### config.mk
export PLATFORM = sky130hd
export DESIGN_NAME = crc_frame_checker_crc32
export DESIGN_NICKNAME = d
export VERILOG_FILES = /design/src/rtl/crc_frame_checker_pkg.sv /design/src/rtl/crc_frame_checker_crc32.sv
export SDC_FILE = /design/constraint.sdc
export NUM_CORES = 1
export LEC_CHECK = 0
export CAP_MARGIN = 30
export CORE_MARGIN = 1.5
export CORE_UTILIZATION = 55
export CTS_BUF_LIST = sky130_fd_sc_hd__clkbuf_4
export DETAILED_ROUTE_END_ITERATION = 10
export PLACE_DENSITY_LB_ADDON = 0.15
export SKIP_LAST_GASP = 1
export SYNTH_ARGS = -nofsm -noshare
export SYNTH_HDL_FRONTEND = slang
export SYNTH_SLANG_ARGS = --single-unit
### constraint.sdc
create_clock -name clk -period 2.1 [get_ports clk]
set_input_delay 0.42 -clock clk [delete_from_list [all_inputs] [get_ports clk]]
set_output_delay 0.42 -clock clk [all_outputs]
set_load 0.02 [all_outputs]
### src/rtl/crc_frame_checker_pkg.sv
// Shared types and constants for the CRC frame checker: FSM states, frame
// geometry, and the byte-wise CRC32 update (poly 0x04C11DB7, MSB first).
package crc_frame_checker_pkg;

   typedef enum logic [1:0] {
      ST_IDLE  = 2'd0,
      ST_RECV  = 2'd1,
      ST_CHECK = 2'd2
   } state_t;

   localparam int          MIN_FRAME_LEN = 5;
   localparam int          CRC_LEN       = 4;
   localparam logic [31:0] CRC_POLY      = 32'h04C1_1DB7;
   localparam logic [31:0] CRC_INIT      = 32'h0000_0000;
   localparam logic [31:0] CRC_RESIDUE   = 32'h0000_0000;

   function automatic logic [31:0] crc32_byte(input logic [31:0] crc, input logic [7:0] data);
      logic [31:0] c;
      logic        fb;
      c = crc;
      for (int i = 7; i >= 0; i--) begin
         fb = c[31] ^ data[i];
         c  = {c[30:0], 1'b0} ^ (fb ? CRC_POLY : 32'h0000_0000);
      end
      return c;
   endfunction

endpackage

### src/rtl/crc_frame_checker_crc32.sv
// CRC32 engine: unreflected, init 0, one byte per rx_we. A sync reset
// together with rx_we restarts the CRC and absorbs that byte in one cycle.
module crc_frame_checker_crc32
   import crc_frame_checker_pkg::*;
(
   input  logic        clk,
   input  logic        rst_n,
   input  logic        srst,
   input  logic        rx_we,
   input  logic [7:0]  rx_byte,
   output logic [31:0] crc
);

   logic [31:0] crc_r;

   // CRC register update
   always_ff @(posedge clk or negedge rst_n) begin
      if (!rst_n) begin
         crc_r <= CRC_INIT;
      end else if (srst) begin
         crc_r <= rx_we ? crc32_byte(CRC_INIT, rx_byte) : CRC_INIT;
      end else if (rx_we) begin
         crc_r <= crc32_byte(crc_r, rx_byte);
      end
   end

   assign crc = crc_r;

endmodule

Word level (Yosys, flattened, before mapping)
Cells that the tools add are included.
{"block": "op_classes", "bitwise_logic": 30, "n_reduce_logical": 1, "n_mux": 19}
{"operator": "27-bit two-way mux", "count": 16}
{"operator": "32-bit by 27-bit XOR with 32-bit output", "count": 11}
{"operator": "32-bit two-way mux", "count": 3}
{"operator": "31-bit by 27-bit XOR with 31-bit output", "count": 1}
{"operator": "30-bit by 27-bit XOR with 30-bit output", "count": 1}
{"operator": "29-bit by 27-bit XOR with 29-bit output", "count": 1}
{"operator": "28-bit by 27-bit XOR with 28-bit output", "count": 1}
{"operator": "1-bit XOR", "count": 10}
{"operator": "1-bit XOR (first input constant)", "count": 5}
{"operator": "2-bit nonzero test", "count": 1}
{"block": "totals", "output_inout_bits": 32, "ff_bits": 32, "input_bits": 12, "elab_cells": 51}

Longest topological paths before layout
{"block": "depth", "word_depth": 26, "ltp_mapped": 6, "ltp_nobuf": 5}

Least setup slack after synthesis
OpenSTA, ideal clock, no wires.
{"block": "synth_timing", "path_kind": "flip-flop to flip-flop", "start": "register crc_r[29], in the netlist crc[29]", "end": "register crc_r[12], in the netlist crc[12]", "period_less_slack_ps": 1932, "t_required_ps": 1959, "arrival_ps": 1791, "path_slack_ps": 168, "path_stages_with_launch": 6, "path_cell_list": "dfrtp_1 > xnor2_2 > xor3_2 > xnor2_2 > xor2_1 > o221ai_1"}
{"block": "synth_via", "elab_chain_cells": 12}
{"element": "start: declaration", "line_no": "crc_frame_checker_crc32.sv:14", "rtl": "logic [31:0] crc_r;"}
{"element": "start signal: assignment", "line_no": "crc_frame_checker_crc32.sv:21", "rtl": "crc_r <= rx_we ? crc32_byte(CRC_INIT, rx_byte) : CRC_INIT;"}
{"element": "start signal: assignment", "line_no": "crc_frame_checker_crc32.sv:23", "rtl": "crc_r <= crc32_byte(crc_r, rx_byte);"}
{"element": "32-bit by 27-bit XOR with 32-bit output (2 in series)", "line_no": "crc_frame_checker_pkg.sv:23", "rtl": "c = {c[30:0], 1'b0} ^ (fb ? CRC_POLY : 32'h0000_0000);"}
{"element": "1-bit XOR", "line_no": "crc_frame_checker_pkg.sv:22", "rtl": "fb = c[31] ^ data[i];"}
{"element": "27-bit two-way mux", "line_no": "crc_frame_checker_pkg.sv:23"}
{"element": "32-bit by 27-bit XOR with 32-bit output (6 in series)", "line_no": "crc_frame_checker_pkg.sv:23"}
{"element": "32-bit two-way mux", "line_no": "crc_frame_checker_crc32.sv:22", "rtl": "end else if (rx_we) begin"}
{"element": "32-bit two-way mux", "line_no": "crc_frame_checker_crc32.sv:20", "rtl": "end else if (srst) begin"}
No other way between the ends. The select of a mux whose other input is x is not followed.
A chain may end at the register's enable or synchronous reset.

Worst setup path in the final report
{"block": "layout_timing", "start": "register crc_r[28], in the netlist crc[28]", "end": "output port crc[28]"}
{"element": "end: declaration", "line_no": "crc_frame_checker_crc32.sv:11", "rtl": "output logic [31:0] crc"}
No word-level cell between the ends.

==> impl_metrics.py <==
metrics = {
    "global_route": {
        "grt_pass1_wl_um": 10780,
        "grt_pass1_vias": 2129,
        "grt.overflow.total": 0,
        "antenna_found_initial": 0,
        "grt.total_usage_pct": 28.07,
        "grt_max_degree": 33,
    },
    "clock_tree": {
        "clock_sinks": 32,
        "htreeDepth": 2,
        "cts_tree": "built",
        "cts_root_buffer": "clkbuf_4",
        "postCtsHoldBufs": 0,
        "ctsResizeCount": 0,
        "numCtsBuffers": 5,
        "clockBufferDepth": 2,
        "clk_pin_slew_worst_paths_ns": 0.10,
        "insertion_delay_ns": 0.34,
        "cts_setup_buffers": 0,
    },
    "yosys": {
        "synth_area_per_cell_um2": 10.44,
        "synthCells": 244,
        "synthSimpleGateAreaFrac_pct": 4.322,
        "synth_area_um2": 2547,
        "synth-compound-area-share_pct": 13.65,
        "synth-xor-area-share_pct": 45.83,
        "synth.distinct_cells": 27,
        "synth_mux_area_share_pct": 1.179,
        "yosysTopAreaCell": "dfrtp_1",
        "synth_seq_cells": 32,
        "syn_nets": 256,
        "yosysWarnings": 0,
        "synth_top_family_by_area": "XOR/XNOR gates",
        "synth_area_leaders": "dfrtp_1, xnor2_1, xor2_1, a22oi_1, xnor2_4",
        "synth_top_area_share_pct": 31.43,
        "synth_fa_ha_area_share_pct": 0,
        "yosysSeqAreaShare_pct": 31.43,
    },
    "place": {
        "placed_cell_area_um2": 3364,
        "port_buffers": 43,
        "routabilityCongestion": 0.9111,
        "hpwl_um": 5204,
    },
    "routing": {
        "drt_wl_total_um": 6789,
        "dr.pass1.iters": 4,
        "drt_iter0_markers": 120,
        "drcViolationCount": 0,
        "viasPerCell": 5.437,
        "drt-met1-wl_um": 2988,
        "top_layer_used": "met4",
        "wl_per_cell_um": 17.77,
        "antenna_left": 0,
        "dr_wl_met3_um": 416,
        "vias": 2077,
        "met2_length_um": 3266,
    },
    "critical_path": {
        "slowest_delay_ns": 0.67,
        "rrSetupSlack_ns": 0.24,
        "cp_max_fo": 5,
        "cp-start-kind": "flop",
        "cp_num_cells": 1,
        "critical_path_class": "reg2out",
        "arrival_ns": 1.56,
        "crit_path_cell_trace": "clkdlybuf4s50_1",
        "worstPathBufferInverterCount": 1,
        "crit_path_end": "crc[28]",
        "cp-startpoint": "crc[28]",
        "critical-path-slowest-cell": "clkdlybuf4s50_1",
        "r2r-end": "crc[13]",
        "r2r-start": "crc[30]",
        "worst-endpoint-required_ns": 1.68,
        "cp_top_family": "buffers and inverters",
        "ff2ff_path_depth": 7,
        "endpoint_kind": "primary output",
    },
    "cells_and_area": {
        "layout_common_cells": "xnor2_1, buf_4, clkdlybuf4s50_1",
        "layout_commonest_cell": "xnor2_1",
        "fill_cells": 324,
        "area_delta_synth_final_pct": 34.28,
        "n_antenna_cell": 0,
        "fin_nets": 341,
        "largest_reg_flops": 32,
        "design_area_um2": 3421,
        "drive_gt1_share_pct": 22.73,
    },
    "timing": {
        "min_period_ns": 1.977,
        "setup-tns-final_ns": 0,
        "max_freq_mhz": 505.8,
        "rsz0062_at_grt": "false",
        "tightest_slew_ns": 0.7330,
        "skew_ns": 0.006061,
        "setup_violations": 0,
        "hold_viol_final": 0,
        "drv_slew": 0,
        "max-slew-margin-rel_pct": 51.13,
        "period_share_pct": 94.15,
    },
    "floorplanning": {
        "io_pins": 44,
        "die_area_um2": 5049,
        "coreArea_um2": 4414,
        "dieWidth_um": 71.06,
        "start_util_pct": 57.71,
        "rows": 24,
        "die_h_um": 71.06,
    },
    "status": {
        "status": "completed",
    },
    "pwr": {
        "powerDensity_nw_per_um2": 1771,
        "leakage_nw": 1.403,
        "p_total_mw": 6.058,
        "ir_drop_mv": 0.9602,
    },
    "run": {
        "drv_cap": 0,
    },
    "worst_hold_path": {
        "min_path_type": "in2async",
    },
}
[worst min-delay path by stage]
stage / startpoint / end / slack [ns] / cells after the start
CTS: rst_n / crc[16] / 0.49 / 2
finish: rst_n / crc[13] / 0.47 / 2
global route: rst_n / crc[13] / 0.53 / 2
global placement: crc[17] / crc[17] / 0.53 / 2
detailed placement: crc[17] / crc[17] / 0.53 / 2
floorplan: rst_n / crc[0] / 0.12 / 0
[layout make-up]
cell class / count / area (um^2) / area share, %
multi-input combinational: 195 / 1658 / 48.46
timing repair buffer: 95 / 840.8 / 24.58
sequential: 32 / 800.8 / 23.41
tap: 52 / 65.06 / 1.902
clock buffer: 7 / 52.55 / 1.536
clock inverter: 1 / 3.754 / 0.1097
[synthesized netlist by cell type (all sizes together)]
| cell type | count |
|---|---|
| a21oi | 4 |
| a22o | 4 |
| a22oi | 16 |
| and2 | 3 |
| buf | 10 |
| clkbuf | 7 |
| dfrtp | 32 |
| mux2i | 3 |
| nand2 | 8 |
| nand2b | 1 |
| nor2 | 12 |
| nor3 | 2 |
| o211ai | 1 |
| o21ai | 20 |
| o221ai | 6 |
| o22ai | 2 |
| xnor2 | 76 |
| xor2 | 36 |
| xor3 | 1 |
[kinds of logic after synthesis]
| group | Yosys count |
|---|---|
| AO/OA/AOI/OAI | 53 |
| multiplexers | 3 |
| flip-flops | 32 |
| XOR/XNOR | 113 |
| AND/OR/NAND/NOR | 26 |
| buffers and inverters | 17 |
[power by group]
part / switching [mW] / total, mW / internal (mW)
logic: 2.08 / 4.46 / 2.38
registers: 0.345 / 1.22 / 0.875
clock network: 0.227 / 0.382 / 0.155
[per-stage QoR]
stage	utilization (%)	worst slack (ns)	hold WS [ns]	std cells
after floorplan	-	0.1684	0.1244	244
after global placement	75.88	-0.2219	0.5267	373
after detailed placement	76.22	-0.2296	0.5325	374
after CTS	77.49	0.1227	0.4893	382
after global routing	77.49	0.07294	0.5255	382
final	77.49	0.1228	0.4742	382
[metal layers]
layer / GRT usage [%] / up-vias
li1: - / 987
met1: 37.20 / 1013
met2: 46.73 / 67
met3: 5.271 / 10
met4: 8.805 / 0
met5: 0 / -
Note: power is estimated with default switching activity, not from simulation.
